### src/rtl/key_event_decoder.sv
// Push-button gesture decoder: synchronizes and debounces an active-low key,
// then classifies each gesture as a single click, a double click or a long press.
module key_event_decoder #(
  parameter logic [31:0] deb_max  = 32'd499_999,
  parameter logic [31:0] long_max = 32'd24_999_999,
  parameter logic [31:0] dbl_max  = 32'd7_499_999
) (
  input  logic clk,
  input  logic rst_n,
  input  logic key,
  output logic key_level,
  output logic click_flag,
  output logic dbl_flag,
  output logic long_flag
);

  typedef enum logic [2:0] {
    IDLE  = 3'd0,
    HOLD1 = 3'd1,
    LONG  = 3'd2,
    GAP   = 3'd3,
    HOLD2 = 3'd4
  } state_t;

  logic [1:0]  sync_reg;
  logic        key_s;
  logic [31:0] deb_cnt_reg;
  logic [31:0] deb_cnt_next;
  logic        key_stable_reg;
  logic        key_stable_next;
  logic        key_stable_d_reg;
  logic        press_evt;
  logic        release_evt;
  logic        key_level_reg;

  state_t      state_reg;
  state_t      state_next;
  logic [31:0] tcnt_reg;
  logic        click_reg;
  logic        click_next;
  logic        dbl_reg;
  logic        dbl_next;
  logic        long_reg;
  logic        long_next;

  // Two-flop synchronizer; idles high so a released key looks stable after reset.
  always_ff @(posedge clk or negedge rst_n) begin
    if (!rst_n) begin
      sync_reg <= 2'b11;
    end else begin
      sync_reg <= {sync_reg[0], key};
    end
  end

  assign key_s = sync_reg[1];

  // The stable level only follows key_s after deb_max+1 consecutive disagreeing cycles.
  always_comb begin
    deb_cnt_next    = deb_cnt_reg;
    key_stable_next = key_stable_reg;
    if (key_s == key_stable_reg) begin
      deb_cnt_next = 32'd0;
    end else if (deb_cnt_reg == deb_max) begin
      key_stable_next = key_s;
      deb_cnt_next    = 32'd0;
    end else begin
      deb_cnt_next = deb_cnt_reg + 32'd1;
    end
  end

  always_ff @(posedge clk or negedge rst_n) begin
    if (!rst_n) begin
      deb_cnt_reg      <= 32'd0;
      key_stable_reg   <= 1'b1;
      key_stable_d_reg <= 1'b1;
      key_level_reg    <= 1'b0;
    end else begin
      deb_cnt_reg      <= deb_cnt_next;
      key_stable_reg   <= key_stable_next;
      key_stable_d_reg <= key_stable_reg;
      key_level_reg    <= ~key_stable_reg;
    end
  end

  assign press_evt   = key_stable_d_reg & ~key_stable_reg;
  assign release_evt = ~key_stable_d_reg & key_stable_reg;

  // Edge events are tested before timer expiry so a boundary-cycle edge wins.
  always_comb begin
    state_next = state_reg;
    click_next = 1'b0;
    dbl_next   = 1'b0;
    long_next  = 1'b0;
    case (state_reg)
      IDLE: begin
        if (press_evt) begin
          state_next = HOLD1;
        end
      end
      HOLD1: begin
        if (release_evt) begin
          state_next = GAP;
        end else if (tcnt_reg == long_max) begin
          state_next = LONG;
          long_next  = 1'b1;
        end
      end
      LONG: begin
        if (release_evt) begin
          state_next = IDLE;
        end
      end
      GAP: begin
        if (press_evt) begin
          state_next = HOLD2;
        end else if (tcnt_reg == dbl_max) begin
          state_next = IDLE;
          click_next = 1'b1;
        end
      end
      HOLD2: begin
        if (release_evt) begin
          state_next = IDLE;
          dbl_next   = 1'b1;
        end else if (tcnt_reg == long_max) begin
          state_next = LONG;
          long_next  = 1'b1;
        end
      end
      default: begin
        state_next = IDLE;
      end
    endcase
  end

  // tcnt measures time spent in the current state and never wraps.
  always_ff @(posedge clk or negedge rst_n) begin
    if (!rst_n) begin
      state_reg <= IDLE;
      tcnt_reg  <= 32'd0;
      click_reg <= 1'b0;
      dbl_reg   <= 1'b0;
      long_reg  <= 1'b0;
    end else begin
      state_reg <= state_next;
      if (state_next != state_reg) begin
        tcnt_reg <= 32'd0;
      end else if (tcnt_reg != 32'hFFFF_FFFF) begin
        tcnt_reg <= tcnt_reg + 32'd1;
      end
      click_reg <= click_next;
      dbl_reg   <= dbl_next;
      long_reg  <= long_next;
    end
  end

  assign key_level  = key_level_reg;
  assign click_flag = click_reg;
  assign dbl_flag   = dbl_reg;
  assign long_flag  = long_reg;

endmodule

### config.mk
export PLATFORM = sky130hd
export DESIGN_NAME = key_event_decoder
export DESIGN_NICKNAME = d
export VERILOG_FILES = /design/src/rtl/key_event_decoder.sv
export SDC_FILE = /design/constraint.sdc
export NUM_CORES = 1
export LEC_CHECK = 0
export CAP_MARGIN = 30
export CELL_PAD_IN_SITES_DETAIL_PLACEMENT = 0
export CELL_PAD_IN_SITES_GLOBAL_PLACEMENT = 1
export CORE_ASPECT_RATIO = 1.4
export CORE_UTILIZATION = 46
export CTS_BUF_LIST = sky130_fd_sc_hd__clkbuf_2 sky130_fd_sc_hd__clkbuf_4 sky130_fd_sc_hd__clkbuf_8
export DETAILED_ROUTE_END_ITERATION = 10
export PLACE_DENSITY_LB_ADDON = 0.1
export SKIP_LAST_GASP = 1
export SYNTH_ARGS = -nofsm -noshare
export SYNTH_HDL_FRONTEND = slang
export SYNTH_SLANG_ARGS = --single-unit
### constraint.sdc
create_clock -name clk -period 2.2 [get_ports clk]
set_clock_uncertainty 0.15 [all_clocks]
set_input_delay 0.66 -clock clk [delete_from_list [all_inputs] [get_ports clk]]
set_output_delay 0.66 -clock clk [all_outputs]
set_load 0.02 [all_outputs]
==> results of run 1 <==
[Yosys cell counts, drive strengths merged (2+ instances only)]
cell     instances  area [um^2]
nor2            90          345
dfrtp           71         1780
xor2            36          315
nand3           33          165
nand4           24          150
nand2           23         88.8
xnor2           23          201
and3            17          106
o21ai            9         45.0
clkbuf           8         30.0
and4             7         61.3
buf              7         53.8
inv              7         26.3
nor3             7         35.0
nor4             7         50.1
a21oi            4         20.0
dfstp            4          105
nor2b            4         25.0
or4              4         33.8
nand2b           3         18.8
nor4b            3         26.3
or2              3         18.8
a31oi            2         12.5
and2             2         12.5
ha               2         25.0
o2111ai          2         17.5
o31ai            2         15.0
[per-layer routing]
metal,wire length [um],global-route usage (%)
met5,0,0
met4,368,12.1
met3,201,3.46
met2,4970,39.7
met1,3720,25.6
[power by group through the flow]
| stage | Combinational [W] | Sequential [W] | Clock, W |
|---|---|---|---|
| floorplan | 0.0000180 | 0.00142 | 0 |
| global placement | 0.0000654 | 0.00142 | 0 |
| detailed placement | 0.0000665 | 0.00142 | 0 |
| CTS | 0.0000664 | 0.00139 | 0.00114 |
| global route | 0.0000753 | 0.00139 | 0.00120 |
| finish | 0.0000645 | 0.00139 | 0.00110 |
[metrics by stage]
stage | utilization [%] | total power [W] | cells | cell area, um^2
detailed placement | 53.6 | 0.00148 | 554 | 4400
floorplan | - | 0.00143 | 414 | 3890
global placement | 53.6 | 0.00148 | 554 | 4400
CTS | 57.1 | 0.00259 | 575 | 4680
global route | 60.0 | 0.00267 | 581 | 4920
finish | 60.0 | 0.00256 | 581 | 4920
[worst paths after layout]
check	slack (ns)	depth (start not counted)	endpoint
setup / recovery	-0.09	8	tcnt_reg[2]
hold / removal	0.10	1	deb_cnt_reg[4]
setup reg to reg	-0.09	8	tcnt_reg[2]
hold reg to reg	0.22	0	sync_reg[1]
max in group asynchronous	1.22	2	sync_reg[0]
min in group clk	0.22	0	sync_reg[1]
[timing repair]
action | in CTS | in global routing
endpoints found under the hold margin | 0 | 0
endpoints found under the setup margin | 33 | 63
buffers inserted | 4 | 4
gates cloned | 1 | 2
pin swaps | 2 | 12
resized for setup | 6 | 36
[cell type report]
cell class	count	area [um^2]	area share, %
sequential	75	1880	38.3
multi-input combinational	317	2070	42.1
clock inverter	6	65.1	1.32
tap	102	128	2.59
inverter	7	26.3	0.534
clock buffer	10	138	2.80
timing repair buffer	64	609	12.4
[kinds of logic (layout without fill, tap and decap cells)]
group                    count (synthesis)  in the layout  synth area share, %
adder cells (fa/ha/maj)                  2              2                0.643
buffers and inverters                   22             87                 2.83
flip-flops                              75             75                 48.3
AND/OR/NAND/NOR                        231            231                 30.0
multiplexers                             1              1                0.257
XOR/XNOR                                59             59                 13.3
AO/OA/AOI/OAI                           24             24                 4.63
==> summary.txt, run 1 <==
Clock tree
  • TritonCTS clock tree: yes
  • Clock slew at reported path FFs: 0.08 ns
  • Clock sink count: 75
  • Clock Tree Buf Depth: 2
  • CTS Buf Count: 9
  • CTS Hold Bufs: 0
  • H-tree Lvls: 3
  • Worst-Skew Late Latency: 0.36 ns
  • CTS Root Cell: clkbuf_8

Timing
  • Post-Route Setup TNS: -2.35 ns
  • Unrepaired setup endpoints after global routing: yes
  • Fin crit share: 104%
  • F_max: 0.437 GHz
  • Final setup viols: 33
  • Worst slew margin: 70.0%
  • Final hold slack: 0.101 ns
  • PnR worst setup slack: -0.0869 ns
  • Final Critical Period: 2.29 ns
  • Final Hold Viols: 0
  • Final Max Tran Viols: 0
  • Worst-Margin Slew: 0.444 ns

Worst setup path
  • RR Startpoint: tcnt_reg[28]
  • CP max stage cell: or4_4
  • Setup crit start kind: flip-flop
  • Critical Path Fanout Max: 8
  • Critical Path End Type: flip-flop
  • Worst stage delay on the critical path: 0.55 ns
  • WS Path Type: reg -> reg
  • Worst EP arrival: 2.38 ns
  • CP delay by family, top: simple AND/OR/NAND/NOR gates
  • Setup crit start: tcnt_reg[28]
  • Worst Path Buf+Inv: 2
  • Worst path required time: 2.30 ns
  • Crit-path cells: or4_4 -> nor3_2 -> and3_4 -> a21oi_4 -> o32ai_4 -> buf_6 -> clkbuf_16 -> nor2_1

Die
  • Die W: 79.8 um
  • Row count: 39
  • Chip height: 111 um
  • Core area: 8200 um^2
  • Starting Density: 47.5%
  • # IOs: 7
  • Die area: 8840 um^2

Pwr
  • P_sw: 0.000598 W
  • Pwr/cell area: 520 nW/um^2
  • Logic pwr share: 2.5%
  • Internal: 0.00196 W
  • Net Sw Frac: 23.4%
  • Leakage: 2.14 nW
  • Clock share of power: 43.1%
  • Maximum vdd drop: 0.358 mV
  • Reg power frac: 54.3%

Placed design
  • RePlAce Congestion: 0.831
  • Worst slack at placement: -0.111 ns
  • I/O Buffers: 6
  • DP Wirelength: 6200 um

Global route
  • Vias in the first global route: 3330
  • Pin count of the biggest net entering global routing: 35
  • First-pass GRT wire length: 15300 um
  • GRT Residual Overflow: 0
  • Initial antenna violation count: 0
  • Tot GR Track Use: 22.6%

Final layout
  • Nets@finish: 479
  • Area Growth Syn to Fin: 26.3%
  • Fill cell count: 745
  • # diodes: 0
  • Fraction of layout instances using a drive strength above 1: 24.6%
  • Most frequent cells in the layout: 78 x nor2_1, 71 x dfrtp_1, 49 x buf_4, 36 x xor2_1, 31 x nand3_1
  • Commonest non-fill, non-tap cell in the layout: nor2_1

Logic synthesis
  • Mapped Cells: 414
  • Post-Syn Area: 3890 um^2
  • Number of flops mapped to enable cells by yosys: 0
  • Synth cell types: 42
  • Register area share after synthesis: 48.3%
  • Synth warn: 0
  • Ys async rst share: 100%
  • Synth Flop Type: dfrtp_1
  • Seq cells post-synth: 75
  • Syn Area/Cell: 9.41 um^2
  • Post-Syn Nets: 419

Outcome
  • Failing checks: negative setup slack
  • Status: finished, violations left

Route
  • Wirelength, routed: 9260 um
  • Routed vias: 3195
  • Number of remaining DRC errors: 0
  • Drt via density: 5.50
  • Initial DRC Count: 121
  • Post-DRT Antenna Nets: 0
  • Drt pass-1 iters: 4
  • WL per Instance: 15.9 um

Hold path
  • Hold Path Class: in -> async

Run
  • Max Cap Viol: 0
No activity file was read; power rests on OpenSTA's default activity.
==> run 2, diff against run 1 <==
==> constraint.sdc (replaced) <==
create_clock -name clk -period 2 [get_ports clk]
set_clock_uncertainty 0.15 [all_clocks]
set_input_delay 0.6 -clock clk [delete_from_list [all_inputs] [get_ports clk]]
set_output_delay 0.6 -clock clk [all_outputs]
set_load 0.02 [all_outputs]
==> run 2 against run 1 <==
Against the previous run: the flow still finishes with violations (negative setup slack); hold slack gained 0.11 ns; die area did not move; core utilization is 6.2 points higher; fmax grew 0.84%; clock power is 8% lower; sequential share of layout area fell by 3.6 points; power rose by 4.2%; combinational power rose by 89%; register-to-register slack got worse by 0.18 ns; critical path depth is the same; largest cell class unchanged.
==> summary.txt, run 2 (synthesized netlist as in run 1, its figures left out) <==
Clock tree
  • Clock sink count: 75 (unchanged)
  • TritonCTS clock tree: yes
  • CTS Root Cell: clkbuf_8
  • Worst-Skew Late Latency: 0.35 ns (about the same)
  • H-tree Lvls: 3 (unchanged)
  • CTS Buf Count: 9 (unchanged)
  • Clock slew at reported path FFs: 0.08 ns (about the same)
  • Clock Tree Buf Depth: 2 (unchanged)

Route
  • Drt via density: 5.46 (-0.80%)
  • Routed vias: 3355 (+5.0%)
  • Initial DRC Count: 276 (+130%)
  • WL per Instance: 16.3 um (+2.3%)
  • Number of remaining DRC errors: 0 (unchanged)
  • Wirelength, routed: 10000 um (+8.2%)
  • Drt pass-1 iters: 4 (unchanged)
  • Post-DRT Antenna Nets: 0 (unchanged)

Timing
  • PnR worst setup slack: -0.268 ns (-0.181 ns)
  • Final Critical Period: 2.27 ns (-0.0190 ns)
  • Worst-Margin Slew: 0.480 ns (+0.0362 ns)
  • Worst slew margin: 67.5% (-2.4 points)
  • Post-Route Setup TNS: -13.67 ns (-11.32 ns)
  • Final setup viols: 66 (+100%)
  • Unrepaired setup endpoints after global routing: yes
  • Fin crit share: 113% (+9.4 points)
  • Final Max Tran Viols: 0 (unchanged)
  • Final Hold Viols: 0 (unchanged)
  • F_max: 0.441 GHz (+0.84%)

Placed design
  • I/O Buffers: 6 (unchanged)
  • DP Wirelength: 6320 um (+2.0%)
  • Placed cell areas: 4630 um^2 (+5.2%)
  • RePlAce Congestion: 0.860 (+3.6%)
  • Placed cells: 582 (+5.1%)

Final layout
  • Fill cell count: 649 (-13%)
  • # diodes: 0 (unchanged)
  • Commonest non-fill, non-tap cell in the layout: buf_4
  • Fraction of layout instances using a drive strength above 1: 36.1% (+11 points)
  • Multi-input combinational cell area: 2280 um^2 (+10%)
  • Cell Count, Final, Fillers Out: 615 (+5.9%)
  • Most frequent cells in the layout: 77 x buf_4, 70 x dfrtp_1, 47 x nor2_1, 35 x xor2_1, 32 x nand3_1
  • Area Growth Syn to Fin: 39.4%
  • Sequential cell area: 1880 um^2 (about the same)
  • Final Cell Area: 5430 um^2 (+10%)
  • Nets@finish: 515 (+7.5%)

Global route
  • Pin count of the biggest net entering global routing: 45 (+29%)
  • Tot GR Track Use: 23.8% (+1.3 points)
  • Vias in the first global route: 3343 (+0.39%)
  • GRT Residual Overflow: 0 (unchanged)
  • Initial antenna violation count: 0 (unchanged)
  • First-pass GRT wire length: 16000 um (+4.7%)

Worst setup path
  • Worst EP arrival: 2.36 ns (-0.02 ns)
  • CP delay by family, top: simple AND/OR/NAND/NOR gates
  • Worst Path Buf+Inv: 2 (unchanged)
  • Setup crit start kind: flip-flop
  • Worst path required time: 2.09 ns (-0.21 ns)
  • Worst stage delay on the critical path: 0.50 ns (-0.05 ns)
  • Critical Path End Type: flip-flop
  • Crit-path cells: nand2_2 -> or4_4 -> nor2_4 -> a41oi_2 -> o32ai_4 -> buf_12 -> clkbuf_16 -> nor2_1
  • CP max stage cell: or4_4
  • Critical Path Fanout Max: 8 (unchanged)
  • WS Path Type: reg -> reg

Pwr
  • Pwr/cell area: 491 nW/um^2 (-5.6%)
  • Internal: 0.00204 W (+3.8%)
  • Reg power frac: 57.4% (+3.1 points)
  • Maximum vdd drop: 0.411 mV (+15%)
  • Leakage: 2.33 nW (+8.5%)
  • Logic pwr share: 4.6% (+2.1 points)
  • Clock share of power: 38.0% (-5.1 points)
  • P_sw: 0.000631 W (+5.5%)
  • Net Sw Frac: 23.7% (+0.29 points)

Die
  • Core area: 8200 um^2 (unchanged)
  • Starting Density: 47.5% (unchanged)
  • # IOs: 7 (unchanged)
  • Chip height: 111 um (unchanged)
  • Row count: 39 (unchanged)
  • Die area: 8840 um^2 (unchanged)
  • Die W: 79.8 um (unchanged)

Run
  • Max Cap Viol: 0 (unchanged)

Outcome
  • Status: finished, violations left
  • Failing checks: negative setup slack

Hold path
  • Hold Path Class: reg -> reg
run 2: cell types whose count changed in the layout (fill, tap and decap cells not counted), moves of 4 or more:
cell             delta
buf_12              +5
buf_4              +28
clkdlybuf4s50_1     -4
dlygate4sd2_1       +4
nor2_1             -31
nor2_2             +10
nor2_4             +21
run 2: metal layers:
layer | share of wire, % | vias up | track usage, %
met5 | 0 | - | 0
met3 | 2.9 | 28 | 4.44
met4 | 3.5 | 0 | 11.2
li1 | - | 1633 | -
met2 | 52 | 61 | 39.7
met1 | 41 | 1633 | 29.4
run 2: timing repair:
action	4_1_cts	5_1_grt
endpoints found under the setup margin	69	68
setup buffers	7	10
pin swaps	18	26
hold endpoints to repair	3	0
hold buffers	1	0
cloned	4	3
gates resized for setup	51	59
run 2: power groups by stage:
stage | logic, W | registers (W) | clock network (W)
after detailed placement | 0.0000727 | 0.00156 | 0
after global placement | 0.0000713 | 0.00156 | 0
after CTS | 0.000127 | 0.00153 | 0.00103
after global routing | 0.000134 | 0.00153 | 0.00110
after floorplan | 0.0000262 | 0.00156 | 0
final | 0.000122 | 0.00153 | 0.00101
run 2: area by class of cell:
| cell class | instances | area share [%] |
|---|---|---|
| clock buffers | 11 | 2.56 |
| multi-input cells | 317 | 42.1 |
| flip-flops and latches | 75 | 34.7 |
| inverters | 7 | 0.484 |
| clock inverters | 3 | 0.323 |
| well taps | 102 | 2.35 |
| repair buffers | 100 | 17.5 |
run 2: final timing paths:
kind	startpoint	endpoint	slack, ns	depth (start not counted)
max in group asynchronous	rst_n	key_stable_d_reg	0.77	3
setup reg to reg	tcnt_reg[4]	tcnt_reg[27]	-0.27	8
hold / removal	sync_reg[0]	sync_reg[1]	0.21	0
hold reg to reg	sync_reg[0]	sync_reg[1]	0.21	0
min in group asynchronous	rst_n	tcnt_reg[22]	0.44	2
setup / recovery	tcnt_reg[4]	tcnt_reg[27]	-0.27	8
run 2: through the flow:
stage	setup WS [ns]	power (W)	hold WS (ns)	util [%]
floorplan	-0.127	0.00158	0.154	-
global placement	-0.307	0.00163	0.209	56.4
detailed placement	-0.304	0.00163	0.204	56.4
CTS	-0.236	0.00268	0.215	62.5
global route	-0.341	0.00276	0.219	66.2
finish	-0.268	0.00267	0.213	66.2
run 2: worst reg2reg max path, stage by stage (launching register included):
cell	delay, ns
dfrtp_1	0.43
nand2_2	0.10
or4_4	0.50
nor2_4	0.14
a41oi_2	0.13
o32ai_4	0.33
buf_12	0.17
clkbuf_16	0.16
nor2_1	0.05
